<file path="config.mk">
export PLATFORM = sky130hd
export DESIGN_NAME = cache_refill
export DESIGN_NICKNAME = d
export VERILOG_FILES = /design/src/rtl/cache_pkg.sv /design/src/rtl/refill_addr_gen.sv /design/src/rtl/cache_refill.sv
export SDC_FILE = /design/constraint.sdc
export NUM_CORES = 1
export LEC_CHECK = 0
export CAP_MARGIN = 20
export CORE_UTILIZATION = 45
export DETAILED_ROUTE_END_ITERATION = 10
export PLACE_DENSITY_LB_ADDON = 0.25
export SETUP_SLACK_MARGIN = 0.5
export SLEW_MARGIN = 5
export SYNTH_ARGS = -nofsm -noshare
export SYNTH_HDL_FRONTEND = slang
export SYNTH_SLANG_ARGS = --single-unit
</file>
<file path="constraint.sdc">
create_clock -name clk -period 12.1 [get_ports clk]
set_input_delay 2.42 -clock clk [delete_from_list [all_inputs] [get_ports clk]]
set_output_delay 2.42 -clock clk [all_outputs]
set_load 0.005 [all_outputs]
</file>
<file path="src/rtl/cache_pkg.sv">
// cache_pkg: shared constants and state encoding for the cache line-refill
// engine. Address layout of a byte address:
//   [31:8] tag | [7:5] line | [4:2] word | [1:0] byte
package cache_pkg;

    localparam int WORDS     = 8;   // words per line per way (power of two)
    localparam int WORD_BITS = 3;   // log2(WORDS)
    localparam int LINE_BITS = 3;
    localparam int TAG_BITS  = 24;

    // Low bit of each address field
    localparam int WORD_LSB  = 2;
    localparam int LINE_LSB  = WORD_LSB + WORD_BITS;
    localparam int TAG_LSB   = LINE_LSB + LINE_BITS;

    typedef enum logic [1:0] {
        IDLE   = 2'd0,
        FETCH  = 2'd1,
        COMMIT = 2'd2
    } state_t;

endpackage

</file>
<file path="src/rtl/refill_addr_gen.sv">
// refill_addr_gen: holds the latched tag/line, the critical start word s and
// the transfer count cnt for one line refill. Produces the wrapped word index
// (s + cnt) mod WORDS and the word-aligned memory read address.
//
// Ports:
//   clk, rst       clock, asynchronous active-high reset
//   load           latch miss_addr fields and clear cnt
//   adv            one word transferred; advance cnt
//   miss_addr      byte address of the missing access
//   tag, line      latched address fields
//   word_idx       current wrapped word index
//   first, last    cnt == 0 / cnt == WORDS-1
//   mem_addr       {tag, line, word_idx, 2'b00}
module refill_addr_gen
    import cache_pkg::*;
(
    input  logic                 clk,
    input  logic                 rst,
    input  logic                 load,
    input  logic                 adv,
    input  logic [31:0]          miss_addr,
    output logic [TAG_BITS-1:0]  tag,
    output logic [LINE_BITS-1:0] line,
    output logic [WORD_BITS-1:0] word_idx,
    output logic                 first,
    output logic                 last,
    output logic [31:0]          mem_addr
);

    logic [WORD_BITS-1:0] s;
    logic [WORD_BITS-1:0] cnt;

    // Byte offset is irrelevant to a word-granular refill.
    logic unused_byte_ofs;
    assign unused_byte_ofs = ^miss_addr[WORD_LSB-1:0];

    always_ff @(posedge clk or posedge rst) begin
        if (rst) begin
            tag  <= '0;
            line <= '0;
            s    <= '0;
            cnt  <= '0;
        end else if (load) begin
            tag  <= miss_addr[TAG_LSB +: TAG_BITS];
            line <= miss_addr[LINE_LSB +: LINE_BITS];
            s    <= miss_addr[WORD_LSB +: WORD_BITS];
            cnt  <= '0;
        end else if (adv) begin
            cnt  <= cnt + 1'b1;
        end
    end

    // WORDS is a power of two, so the modulo is just the natural wrap of
    // the WORD_BITS-wide sum.
    assign word_idx = s + cnt;
    assign first    = (cnt == '0);
    assign last     = (cnt == WORD_BITS'(WORDS - 1));
    // Built purely from flops, so it is stable for the whole cycle.
    assign mem_addr = {tag, line, word_idx, 2'b00};

endmodule

</file>
<file path="src/rtl/cache_refill.sv">
// cache_refill: line-refill engine in front of the cache data table.
// On an accepted miss it invalidates the victim (way, line), fetches the
// line critical-word-first from memory, writes every word into the data
// table, forwards the critical word to the CPU, then commits the tag valid.
//
// Ports:
//   clk, rst                 clock, asynchronous active-high reset
//   miss_req/addr/way        miss request (sampled only in IDLE)
//   busy, done               engine status / completion pulse
//   crit_valid, crit_data    early critical-word forward
//   mem_req/addr/ack/rdata   memory read channel
//   wr_en/way/line/word/data data table write port
//   tag_wr/valid/way/line/value tag table write port
// All outputs come from flops and clear asynchronously on rst.
module cache_refill
    import cache_pkg::*;
(
    input  logic                 clk,
    input  logic                 rst,
    input  logic                 miss_req,
    input  logic [31:0]          miss_addr,
    input  logic                 miss_way,
    output logic                 busy,
    output logic                 done,
    output logic                 crit_valid,
    output logic [31:0]          crit_data,
    output logic                 mem_req,
    output logic [31:0]          mem_addr,
    input  logic                 mem_ack,
    input  logic [31:0]          mem_rdata,
    output logic                 wr_en,
    output logic                 wr_way,
    output logic [LINE_BITS-1:0] wr_line,
    output logic [WORD_BITS-1:0] wr_word,
    output logic [31:0]          wr_data,
    output logic                 tag_wr,
    output logic                 tag_valid,
    output logic                 tag_way,
    output logic [LINE_BITS-1:0] tag_line,
    output logic [TAG_BITS-1:0]  tag_value
);

    state_t state_q, state_d;
    logic   way_q;
    logic   load, adv;

    logic [TAG_BITS-1:0]  tag_q;
    logic [LINE_BITS-1:0] line_q;
    logic [WORD_BITS-1:0] word_idx;
    logic                 first, last;

    refill_addr_gen u_addr_gen (
        .clk       (clk),
        .rst       (rst),
        .load      (load),
        .adv       (adv),
        .miss_addr (miss_addr),
        .tag       (tag_q),
        .line      (line_q),
        .word_idx  (word_idx),
        .first     (first),
        .last      (last),
        .mem_addr  (mem_addr)
    );

    // Next values of the registered outputs
    logic                 busy_d, done_d, crit_valid_d, mem_req_d;
    logic [31:0]          crit_data_d, wr_data_d;
    logic                 wr_en_d, wr_way_d;
    logic [LINE_BITS-1:0] wr_line_d, tag_line_d;
    logic [WORD_BITS-1:0] wr_word_d;
    logic                 tag_wr_d, tag_valid_d, tag_way_d;
    logic [TAG_BITS-1:0]  tag_value_d;

    always_comb begin
        state_d      = state_q;
        load         = 1'b0;
        adv          = 1'b0;
        busy_d       = 1'b0;
        done_d       = 1'b0;
        crit_valid_d = 1'b0;
        crit_data_d  = '0;
        mem_req_d    = 1'b0;
        wr_en_d      = 1'b0;
        wr_way_d     = 1'b0;
        wr_line_d    = '0;
        wr_word_d    = '0;
        wr_data_d    = '0;
        tag_wr_d     = 1'b0;
        tag_valid_d  = 1'b0;
        tag_way_d    = 1'b0;
        tag_line_d   = '0;
        tag_value_d  = '0;

        unique case (state_q)
            IDLE: begin
                if (miss_req) begin
                    state_d    = FETCH;
                    load       = 1'b1;
                    busy_d     = 1'b1;
                    mem_req_d  = 1'b1;
                    // Invalidate the victim up front so a partially
                    // written line can never hit.
                    tag_wr_d   = 1'b1;
                    tag_way_d  = miss_way;
                    tag_line_d = miss_addr[LINE_LSB +: LINE_BITS];
                end
            end
            FETCH: begin
                busy_d    = 1'b1;
                mem_req_d = 1'b1;
                if (mem_req && mem_ack) begin
                    adv       = 1'b1;
                    wr_en_d   = 1'b1;
                    wr_way_d  = way_q;
                    wr_line_d = line_q;
                    wr_word_d = word_idx;
                    wr_data_d = mem_rdata;
                    if (first) begin
                        crit_valid_d = 1'b1;
                        crit_data_d  = mem_rdata;
                    end
                    // Final word: its write lands in COMMIT together with
                    // the tag commit and done.
                    if (last) begin
                        state_d     = COMMIT;
                        mem_req_d   = 1'b0;
                        done_d      = 1'b1;
                        tag_wr_d    = 1'b1;
                        tag_valid_d = 1'b1;
                        tag_way_d   = way_q;
                        tag_line_d  = line_q;
                        tag_value_d = tag_q;
                    end
                end
            end
            COMMIT:  state_d = IDLE;
            default: state_d = IDLE;
        endcase
    end

    always_ff @(posedge clk or posedge rst) begin
        if (rst) begin
            state_q    <= IDLE;
            way_q      <= 1'b0;
            busy       <= 1'b0;
            done       <= 1'b0;
            crit_valid <= 1'b0;
            crit_data  <= '0;
            mem_req    <= 1'b0;
            wr_en      <= 1'b0;
            wr_way     <= 1'b0;
            wr_line    <= '0;
            wr_word    <= '0;
            wr_data    <= '0;
            tag_wr     <= 1'b0;
            tag_valid  <= 1'b0;
            tag_way    <= 1'b0;
            tag_line   <= '0;
            tag_value  <= '0;
        end else begin
            state_q    <= state_d;
            if (load) way_q <= miss_way;
            busy       <= busy_d;
            done       <= done_d;
            crit_valid <= crit_valid_d;
            crit_data  <= crit_data_d;
            mem_req    <= mem_req_d;
            wr_en      <= wr_en_d;
            wr_way     <= wr_way_d;
            wr_line    <= wr_line_d;
            wr_word    <= wr_word_d;
            wr_data    <= wr_data_d;
            tag_wr     <= tag_wr_d;
            tag_valid  <= tag_valid_d;
            tag_way    <= tag_way_d;
            tag_line   <= tag_line_d;
            tag_value  <= tag_value_d;
        end
    end

endmodule

</file>
==> impl_metrics.env, run 1 <==
export IMPL_status="completed"
export IMPL_die_w_um=106
export IMPL_yosysWarnings=0
export IMPL_yosysSeqAreaShare_pct=72.5
export IMPL_power_switching_uw=424
export IMPL_finalHoldViolations=0
export IMPL_cts_resized=0
export IMPL_synth_edf_count=0
export IMPL_place_congestion=0.720
export IMPL_start_util_pct=46.7
export IMPL_viasPerCell=4.65
export IMPL_min_path_cells=1
export IMPL_core_um2=10400
export IMPL_maxCapViolations=0
export IMPL_grt_max_degree=74
export IMPL_seq_area_um2=3530
export IMPL_dieArea_um2=11200
export IMPL_syn_area_um2=4870
export IMPL_grt_overflow_total=0
export IMPL_via_count=3140
export IMPL_drc=0
export IMPL_fmax_mhz=204
export IMPL_wl_um=10400
export IMPL_power_frac_seq_pct=38.5
export IMPL_fill_cells=692
export IMPL_clockPowerShare_pct=32.1
export IMPL_p_comb_share_pct=29.4
export IMPL_nNetsFinal=600
export IMPL_grt_usage_pct=19.7
export IMPL_tns_ns=0
export IMPL_cp_max_fo=4
export IMPL_antenna_cells=0
export IMPL_firstDrtPassIters=6
export IMPL_syn_avg_cell_area_um2=15.1
export IMPL_setup_ws_ns=7.19
export IMPL_area_delta_synth_final_pct=56.0
export IMPL_top_usage_layer="met2"
export IMPL_slew_headroom_pct=42.7
export IMPL_p_sw_share_pct=25.0
export IMPL_worst_ir_drop_vdd_mv=0.114
export IMPL_cts_htree_levels=4
export IMPL_cts_setup_buffers=0
export IMPL_postCtsHoldBufs=0
export IMPL_layout_min_cycle_time_ns=4.91
export IMPL_crit_start="u_addr_gen.cnt[0]"
export IMPL_netlist_instances=322
export IMPL_cts_tree="built"
export IMPL_cts_made_buffers=17
export IMPL_io_buffers=202
export IMPL_end_kind="output pin"
export IMPL_grt_pass1_wl_um=16300
export IMPL_rr_worst_depth=4
export IMPL_start_kind="flop"
export IMPL_finalSetupViolations=0
export IMPL_clk_latency_ns=0.52
export IMPL_grt_pass1_vias=3164
export IMPL_antenna_found_initial=0
export IMPL_slew_violations=0
export IMPL_reg2reg_slack_ns=10.06
export IMPL_cts_root_buf="clkbuf_8"
export IMPL_clkTransAtPathRegs_ns=0.06
export IMPL_grt_util_met1_pct=21.7
export IMPL_rows=37
export IMPL_clkSinkCount=141
export IMPL_fin_crit_sh_pct=40.5
export IMPL_ys_flop_type="dfrtp_1"
export IMPL_die_h_um=106
export IMPL_crit_required_ns=9.68
export IMPL_holdCritStartpoint="way_q"
export IMPL_p_int_mw=1.27
export IMPL_tightest_slew_ns=0.860
export IMPL_reg2reg_to="tag_line[0]"
export IMPL_grtUsageMet3_pct=10.2
export IMPL_critPathArrivalTime_ns=2.49
export IMPL_rsz0062_at_grt="no"
export IMPL_use_met2_pct=32.8
export IMPL_power_leakage_nw=3.51
export IMPL_place_ws_ns=7.61
export IMPL_detail_route_antenna_nets=0
export IMPL_r2r_start="state_q[1]"
export IMPL_place_hpwl_um=6980
export IMPL_clockBufferDepth=2
export IMPL_wl_per_cell_um=15.4
export IMPL_async_flop_share_pct=100
export IMPL_multi_input_area_um2=1190
export IMPL_ios=207
export IMPL_fin_skew_ns=0.00962
export IMPL_drt_initial_drc_count=123
export IMPL_synth_cell_types=24
export IMPL_crit_type="flop to output pin"
export IMPL_drive_above_1_share_pct=12.8
export IMPL_min_to="tag_way"
export IMPL_min_delay_path_class="flop to flop"
export IMPL_cellPowerDensity_nw_per_um2=223
export IMPL_ys_ff_latch=141
cells in the mapped netlist, types with 3 or more instances:
cell type / instances / area (um^2)
clkbuf_1: 6 / 22.5
a22o_1: 6 / 52.6
ha_1: 4 / 50.1
dfrtp_1: 141 / 3530
and2_1: 75 / 469
inv_1: 6 / 22.5
buf_4: 8 / 60.1
buf_6: 3 / 33.8
buf_2: 3 / 15.0
and3_1: 24 / 150
nor2_1: 3 / 11.3
mux2_2: 31 / 349
power groups by stage:
stage / registers [mW] / logic (mW) / clock network, mW
floorplan: 0.665 / 0.191 / 0
global placement: 0.654 / 0.494 / 0
detailed placement: 0.659 / 0.504 / 0
CTS: 0.653 / 0.508 / 0.554
global route: 0.666 / 0.540 / 0.576
finish: 0.651 / 0.497 / 0.543
registers in the layout, summed over array words and instances (netlist names):
signal	count
mem_req	1
u_addr_gen.s	3
tag_way	1
busy	1
tag_line	3
u_addr_gen.tag	24
tag_wr	1
wr_en	1
state_q	2
crit_data	32
u_addr_gen.line	3
tag_value	24
crit_valid	1
wr_line	3
way_q	1
u_addr_gen.cnt	3
wr_word	3
wr_data	32
wr_way	1
tag_valid	1
how the worst max path moves through the flow:
stage / end / slack (ns)
after detailed placement: u_addr_gen.tag[19] / 7.61
after CTS: mem_addr[4] / 7.14
after floorplan: busy / 5.90
final: mem_addr[4] / 7.19
after global placement: tag_line[2] / 7.66
after global routing: mem_addr[4] / 7.04
metal layers:
metal  up-vias  routed length (um)
li1       1447                   -
met1      1532                4050
met2       151                5140
met3        10                1130
met4         0                  94
met5         -                   0
through the flow:
| step | util [%] | hold slack, ns | instance area (um^2) | instances | power, mW |
|---|---|---|---|---|---|
| floorplan | - | 0.455 | 4870 | 323 | 0.856 |
| global placement | 66.8 | 0.483 | 6960 | 643 | 1.15 |
| detailed placement | 66.8 | 0.497 | 6960 | 643 | 1.16 |
| CTS | 72.9 | 0.516 | 7590 | 675 | 1.72 |
| global route | 72.9 | 0.538 | 7590 | 675 | 1.78 |
| finish | 72.9 | 0.508 | 7590 | 675 | 1.69 |
area by class of cell:
cell class / instances / share of cell area [%]
Clock inverter: 10 / 2.11
Multi-Input combinational cell: 155 / 15.7
Tap cell: 136 / 2.24
Timing Repair Buffer: 205 / 26.9
Clock buffer: 22 / 6.23
Inverter: 6 / 0.362
Sequential cell: 141 / 46.5
cells by family (layout without fill, tap and decap cells):
| kind of cell | Yosys count | in the layout | synth area share, % |
|---|---|---|---|
| AOI/OAI and AO/OA | 7 | 7 | 1.18 |
| xor gates and xnor gates | 2 | 2 | 0.360 |
| adders and majority gates | 5 | 5 | 1.44 |
| buffers and inverters | 27 | 243 | 3.26 |
| DFF | 141 | 141 | 72.5 |
| muxes | 31 | 31 | 7.17 |
| other | 1 | 2 | 0.0770 |
| and+or+nand+nor | 108 | 108 | 14.0 |
critical path: stages (launching register included):
cell and delay (ns):
dfrtp_1 0.40, ha_1 0.17, inv_1 0.06, fa_1 0.42, xor2_1 0.16, xnor2_1 0.20
clkdlybuf4s50_1 0.57
cells in the final DEF, fill, tap and decap left out, types with 5 or more instances in the layout:
cell and n:
clkdlybuf4s50_1 202, dfrtp_1 141, and2_1 75, mux2_2 31, and3_1 24, clkbuf_16 16
a22o_1 6, inv_1 5, clkbuf_8 5
Note: power is estimated with default switching activity, not from simulation.
==> run 2: changes to the inputs <==
--- a/config.mk
+++ b/config.mk
@@ -6,7 +6,7 @@
 export NUM_CORES = 1
 export LEC_CHECK = 0
 export CAP_MARGIN = 20
-export CORE_UTILIZATION = 45
+export CORE_UTILIZATION = 42
 export DETAILED_ROUTE_END_ITERATION = 10
 export PLACE_DENSITY_LB_ADDON = 0.25
 export SETUP_SLACK_MARGIN = 0.5
==> constraint.sdc (replaced) <==
create_clock -name clk -period 4.52 [get_ports clk]
set_input_delay 0.904 -clock clk [delete_from_list [all_inputs] [get_ports clk]]
set_output_delay 0.904 -clock clk [all_outputs]
set_load 0.005 [all_outputs]
==> run 2 against run 1 <==
  * Clock power rose to 2.7 times the previous value
  * Worst hold slack better by 0.0012 ns
  * Final cell count grew 0.74%
  * Critical path depth unchanged
  * Via count rose by 0.54%
  * Design area rose by 0.35%
  * Largest power group unchanged
==> impl_metrics.env, run 2 (synthesis gave the netlist of run 1 again) <==
export IMPL_die_h_um=110
export IMPL_tightest_slew_ns=0.802
export IMPL_cts_setup_buffers=0
export IMPL_start_kind="flop"
export IMPL_tns_ns=0
export IMPL_status="completed"
export IMPL_finalSetupViolations=0
export IMPL_cts_root_buf="clkbuf_16"
export IMPL_layout_commonest_cell="clkdlybuf4s50_1"
export IMPL_crit_type="flop to output pin"
export IMPL_drt_initial_drc_count=70
export IMPL_power_leakage_nw=3.51
export IMPL_layout_min_cycle_time_ns=3.28
export IMPL_start_util_pct=43.9
export IMPL_firstDrtPassIters=4
export IMPL_critPathArrivalTime_ns=2.37
export IMPL_seq_area_um2=3530
export IMPL_die_w_um=110
export IMPL_nNetsFinal=601
export IMPL_fin_skew_ns=0.00561
export IMPL_area_delta_synth_final_pct=56.6
export IMPL_clkSinkCount=141
export IMPL_cellPowerDensity_nw_per_um2=599
export IMPL_cp_num_buf_inv=2
export IMPL_crit_family="buffers and inverters"
export IMPL_reg_top3="crit_data: 32 flops, wr_data: 32 flops"
export IMPL_cp_max_fo=4
export IMPL_slew_headroom_pct=46.5
export IMPL_cp_slowest_cell="clkdlybuf4s50_1"
export IMPL_viasPerCell=4.64
export IMPL_via_count=3157
export IMPL_place_congestion=0.765
export IMPL_finalHoldViolations=0
export IMPL_postCtsHoldBufs=0
export IMPL_mostFrequentLayoutCells="clkdlybuf4s50_1 (202), dfrtp_1 (141), and2_1 (75)"
export IMPL_clockBufferDepth=2
export IMPL_clkTransAtPathRegs_ns=0.05
export IMPL_clk_latency_ns=0.41
export IMPL_dieArea_um2=12000
export IMPL_io_buffers=202
export IMPL_ios=207
export IMPL_crit_required_ns=3.62
export IMPL_crit_chain="ha_1, inv_1, fa_1, xor2_1, xnor2_1, clkdlybuf4s50_1"
export IMPL_core_um2=11100
export IMPL_rows=38
export IMPL_drc=0
export IMPL_antenna_cells=0
export IMPL_reg2reg_slack_ns=2.65
export IMPL_wl_um=10900
export IMPL_grt_pass1_vias=3301
export IMPL_cts_made_buffers=17
export IMPL_final_util_pct=68.8
export IMPL_grt_overflow_total=0
export IMPL_maxCapViolations=0
export IMPL_fmax_mhz=305
export IMPL_fill_cells=815
export IMPL_min_delay_path_class="flop to flop"
export IMPL_multi_input_area_um2=1190
export IMPL_grt_max_degree=63
export IMPL_grt_pass1_wl_um=16700
export IMPL_fin_crit_sh_pct=72.5
export IMPL_antenna_found_initial=0
export IMPL_grt_usage_pct=19.3
export IMPL_cts_resized=0
export IMPL_drive_above_1_share_pct=12.8
export IMPL_slew_violations=0
export IMPL_worst_ir_drop_vdd_mv=0.320
export IMPL_rsz0062_at_grt="no"
export IMPL_wl_per_cell_um=16.0
export IMPL_slowest_delay_ns=0.56
export IMPL_end_kind="output pin"
export IMPL_cts_htree_levels=4
export IMPL_cts_tree="built"
export IMPL_place_hpwl_um=7340
export IMPL_detail_route_antenna_nets=0
==> run 2: cell types whose count changed in the layout (fill, tap and decap cells not counted) <==
| cell | delta |
|---|---|
| clkinv_4 | +1 |
| clkbuf_1 | +1 |
| inv_6 | -1 |
| clkbuf_16 | +1 |
| clkbuf_8 | -2 |
| buf_12 | +1 |
==> run 2: through the flow <==
step	cell area, um^2	hold slack, ns	worst slack (ns)	instances	power (mW)
6_report	7620	0.509	1.24	680	4.56
5_1_grt	7620	0.532	1.10	680	4.81
4_1_cts	7620	0.514	1.22	680	4.62
3_5_place_dp	6990	0.502	1.65	648	3.13
3_3_place_gp	6990	0.483	1.68	648	3.09
2_1_floorplan	4870	0.455	1.85	323	2.29
==> run 2: worst paths after layout <==
| kind | start | endpoint | cells after the start |
|---|---|---|---|
| worst min register to register | u_addr_gen.s[0] | u_addr_gen.s[0] | 1 |
| worst max register to register | state_q[0] | u_addr_gen.tag[7] | 3 |
| worst max-delay path | u_addr_gen.cnt[0] | mem_addr[4] | 6 |
| worst min-delay path | u_addr_gen.s[0] | u_addr_gen.s[0] | 1 |
| max in group asynchronous | rst | wr_data[1] | 3 |
| min in group asynchronous | rst | wr_line[2] | 2 |
==> run 2: layer usage <==
layer	global-route usage, %	share of wire, %
met4	8.19	1.8
met2	31.0	48
met1	21.7	39
met3	9.54	11
met5	0	0
==> run 2: layout make-up <==
| cell class | instances | area share (%) |
|---|---|---|
| Clock buffer | 22 | 6.22 |
| Sequential cell | 141 | 46.3 |
| Timing Repair Buffer | 206 | 27.1 |
| Clock inverter | 10 | 2.12 |
| Tap cell | 140 | 2.30 |
| Inverter | 6 | 0.345 |
| Multi-Input combinational cell | 155 | 15.6 |
==> run 2: report_power, final <==
part | total, mW | switching [mW] | internal, mW
clock | 1.47 | 0.503 | 0.966
sequential | 1.75 | 0.168 | 1.59
combinational | 1.34 | 0.481 | 0.859
==> run 2: worst register-to-register path: stages, from the launching register on <==
cell	delay [ns]
dfrtp_1	0.43
nor3b_4	0.70
buf_12	0.27
mux2_2	0.36
==> run 3: changes to the inputs <==
==> constraint.sdc (replaced) <==
create_clock -name clk -period 3.42 [get_ports clk]
set_input_delay 0.684 -clock clk [delete_from_list [all_inputs] [get_ports clk]]
set_output_delay 0.684 -clock clk [all_outputs]
set_load 0.005 [all_outputs]
==> run 3 against run 2 <==
  * Design area is 1.1% lower
  * Wire length down 2.3%
  * Register-to-register slack got worse by 1.1 ns
  * Combinational power up 31%
  * Largest power group unchanged
==> impl_metrics.env, run 3 (synthesis gave the netlist of run 1 again) <==
export IMPL_tightest_slew_ns=0.814
export IMPL_fill_cells=831
export IMPL_fmax_mhz=362
export IMPL_tns_ns=0
export IMPL_grt_max_degree=142
export IMPL_crit_type="flop to output pin"
export IMPL_crit_start="u_addr_gen.cnt[0]"
export IMPL_dieArea_um2=12000
export IMPL_grt_overflow_total=0
export IMPL_clk_latency_ns=0.41
export IMPL_clkSinkCount=141
export IMPL_finalHoldViolations=0
export IMPL_cp_max_fo=4
export IMPL_place_congestion=0.756
export IMPL_crit_top_cell="inv_1"
export IMPL_core_um2=11100
export IMPL_area_delta_synth_final_pct=54.9
export IMPL_wl_per_cell_um=15.6
export IMPL_end_kind="output pin"
export IMPL_fin_skew_ns=0.00786
export IMPL_clockBufferDepth=2
export IMPL_clkTransAtPathRegs_ns=0.06
export IMPL_critPathArrivalTime_ns=2.08
export IMPL_cts_htree_levels=4
export IMPL_crit_required_ns=2.74
export IMPL_drc=0
export IMPL_cts_setup_buffers=0
export IMPL_r2r_start="u_addr_gen.cnt[0]"
export IMPL_layout_commonest_cell="clkdlybuf4s50_1"
export IMPL_maxCapViolations=0
export IMPL_worst_ir_drop_vdd_mv=0.524
export IMPL_layout_min_cycle_time_ns=2.77
export IMPL_grt_usage_pct=18.9
export IMPL_drive_above_1_share_pct=12.6
export IMPL_start_kind="flop"
export IMPL_slew_violations=0
export IMPL_firstDrtPassIters=4
export IMPL_antenna_found_initial=0
export IMPL_power_leakage_nw=3.50
export IMPL_grt_pass1_vias=3398
export IMPL_status="completed"
export IMPL_nNetsFinal=602
export IMPL_reg_top3="crit_data: 32 flops, wr_data: 32 flops"
export IMPL_slowest_delay_ns=0.53
export IMPL_cts_root_buf="clkbuf_16"
export IMPL_grt_pass1_wl_um=16700
export IMPL_antenna_cells=0
export IMPL_reg2reg_to="tag_way"
export IMPL_rows=38
export IMPL_crit_chain="ha_1, inv_1, fa_1, inv_1, clkdlybuf4s50_1"
export IMPL_cellPowerDensity_nw_per_um2=762
export IMPL_via_count=3166
export IMPL_endpoint="mem_addr[3]"
export IMPL_rr_worst_depth=4
export IMPL_crit_family="buffers and inverters"
export IMPL_postCtsHoldBufs=0
export IMPL_ios=207
export IMPL_reg2reg_slack_ns=1.52
export IMPL_die_h_um=110
export IMPL_mostFrequentLayoutCells="clkdlybuf4s50_1 (201), dfrtp_1 (141), and2_1 (75)"
export IMPL_final_util_pct=68.0
export IMPL_rsz0062_at_grt="no"
export IMPL_detail_route_antenna_nets=0
export IMPL_fin_crit_sh_pct=80.9
export IMPL_viasPerCell=4.65
export IMPL_slew_headroom_pct=45.7
export IMPL_cp_num_buf_inv=3
export IMPL_drt_initial_drc_count=103
export IMPL_start_util_pct=43.9
export IMPL_place_hpwl_um=7290
export IMPL_cp_slowest_cell="clkdlybuf4s50_1"
export IMPL_cp_depth=5
export IMPL_cts_tree="built"
export IMPL_cts_made_buffers=17
export IMPL_min_delay_path_class="flop to flop"
export IMPL_die_w_um=110
export IMPL_io_buffers=202
export IMPL_cts_resized=1
export IMPL_wl_um=10600
export IMPL_finalSetupViolations=0
-- run 3: routing by layer --
layer  vias to the layer above  wire length, um  track usage, %
li1                       1455                -               -
met1                      1553             4040            20.8
met2                       149             5190            31.5
met3                         9             1330            10.0
met4                         0               80            6.19
met5                         -                0               0
-- run 3: metrics by stage --
step                      worst slack, ns  cells  cell area [um^2]  hold WS, ns  power (mW)
after floorplan                     0.973    323              4870        0.455        3.03
after global placement              0.811    649              6990        0.483        4.08
after detailed placement            0.806    649              6990        0.505        4.14
after CTS                           0.629    681              7540        0.517        5.81
after global routing                0.535    681              7540        0.524        6.08
final                               0.654    681              7540        0.511        5.74
-- run 3: how the worst min path moves through the flow --
stage | from | cells past startpoint | slack, ns | endpoint
3_5_place_dp | u_addr_gen.s[0] | 1 | 0.51 | u_addr_gen.s[0]
4_1_cts | u_addr_gen.s[0] | 1 | 0.52 | u_addr_gen.s[0]
5_1_grt | u_addr_gen.s[0] | 1 | 0.52 | u_addr_gen.s[0]
3_3_place_gp | way_q | 1 | 0.48 | wr_way
2_1_floorplan | state_q[1] | 1 | 0.46 | busy
6_report | u_addr_gen.s[0] | 1 | 0.51 | u_addr_gen.s[0]
-- run 3: where the power goes --
part | total, mW | switching (mW) | internal (mW)
clock | 1.68 | 0.628 | 1.05
sequential | 2.31 | 0.215 | 2.10
combinational | 1.76 | 0.629 | 1.13
-- run 3: worst reg2reg max path: stages (launching register included) --
cell and delay, ns:
dfrtp_1 0.41, ha_1 0.18, ha_1 0.69, and2_1 0.38, a22o_1 0.18
-- run 3: final cells by class --
cell class | count | area (um^2) | area share (%)
Clock buffer | 24 | 482 | 6.39
Clock inverter | 8 | 65.1 | 0.863
Inverter | 6 | 26.3 | 0.349
Multi-Input combinational cell | 155 | 1190 | 15.8
Sequential cell | 141 | 3530 | 46.8
Tap cell | 140 | 175 | 2.32
Timing Repair Buffer | 207 | 2070 | 27.5
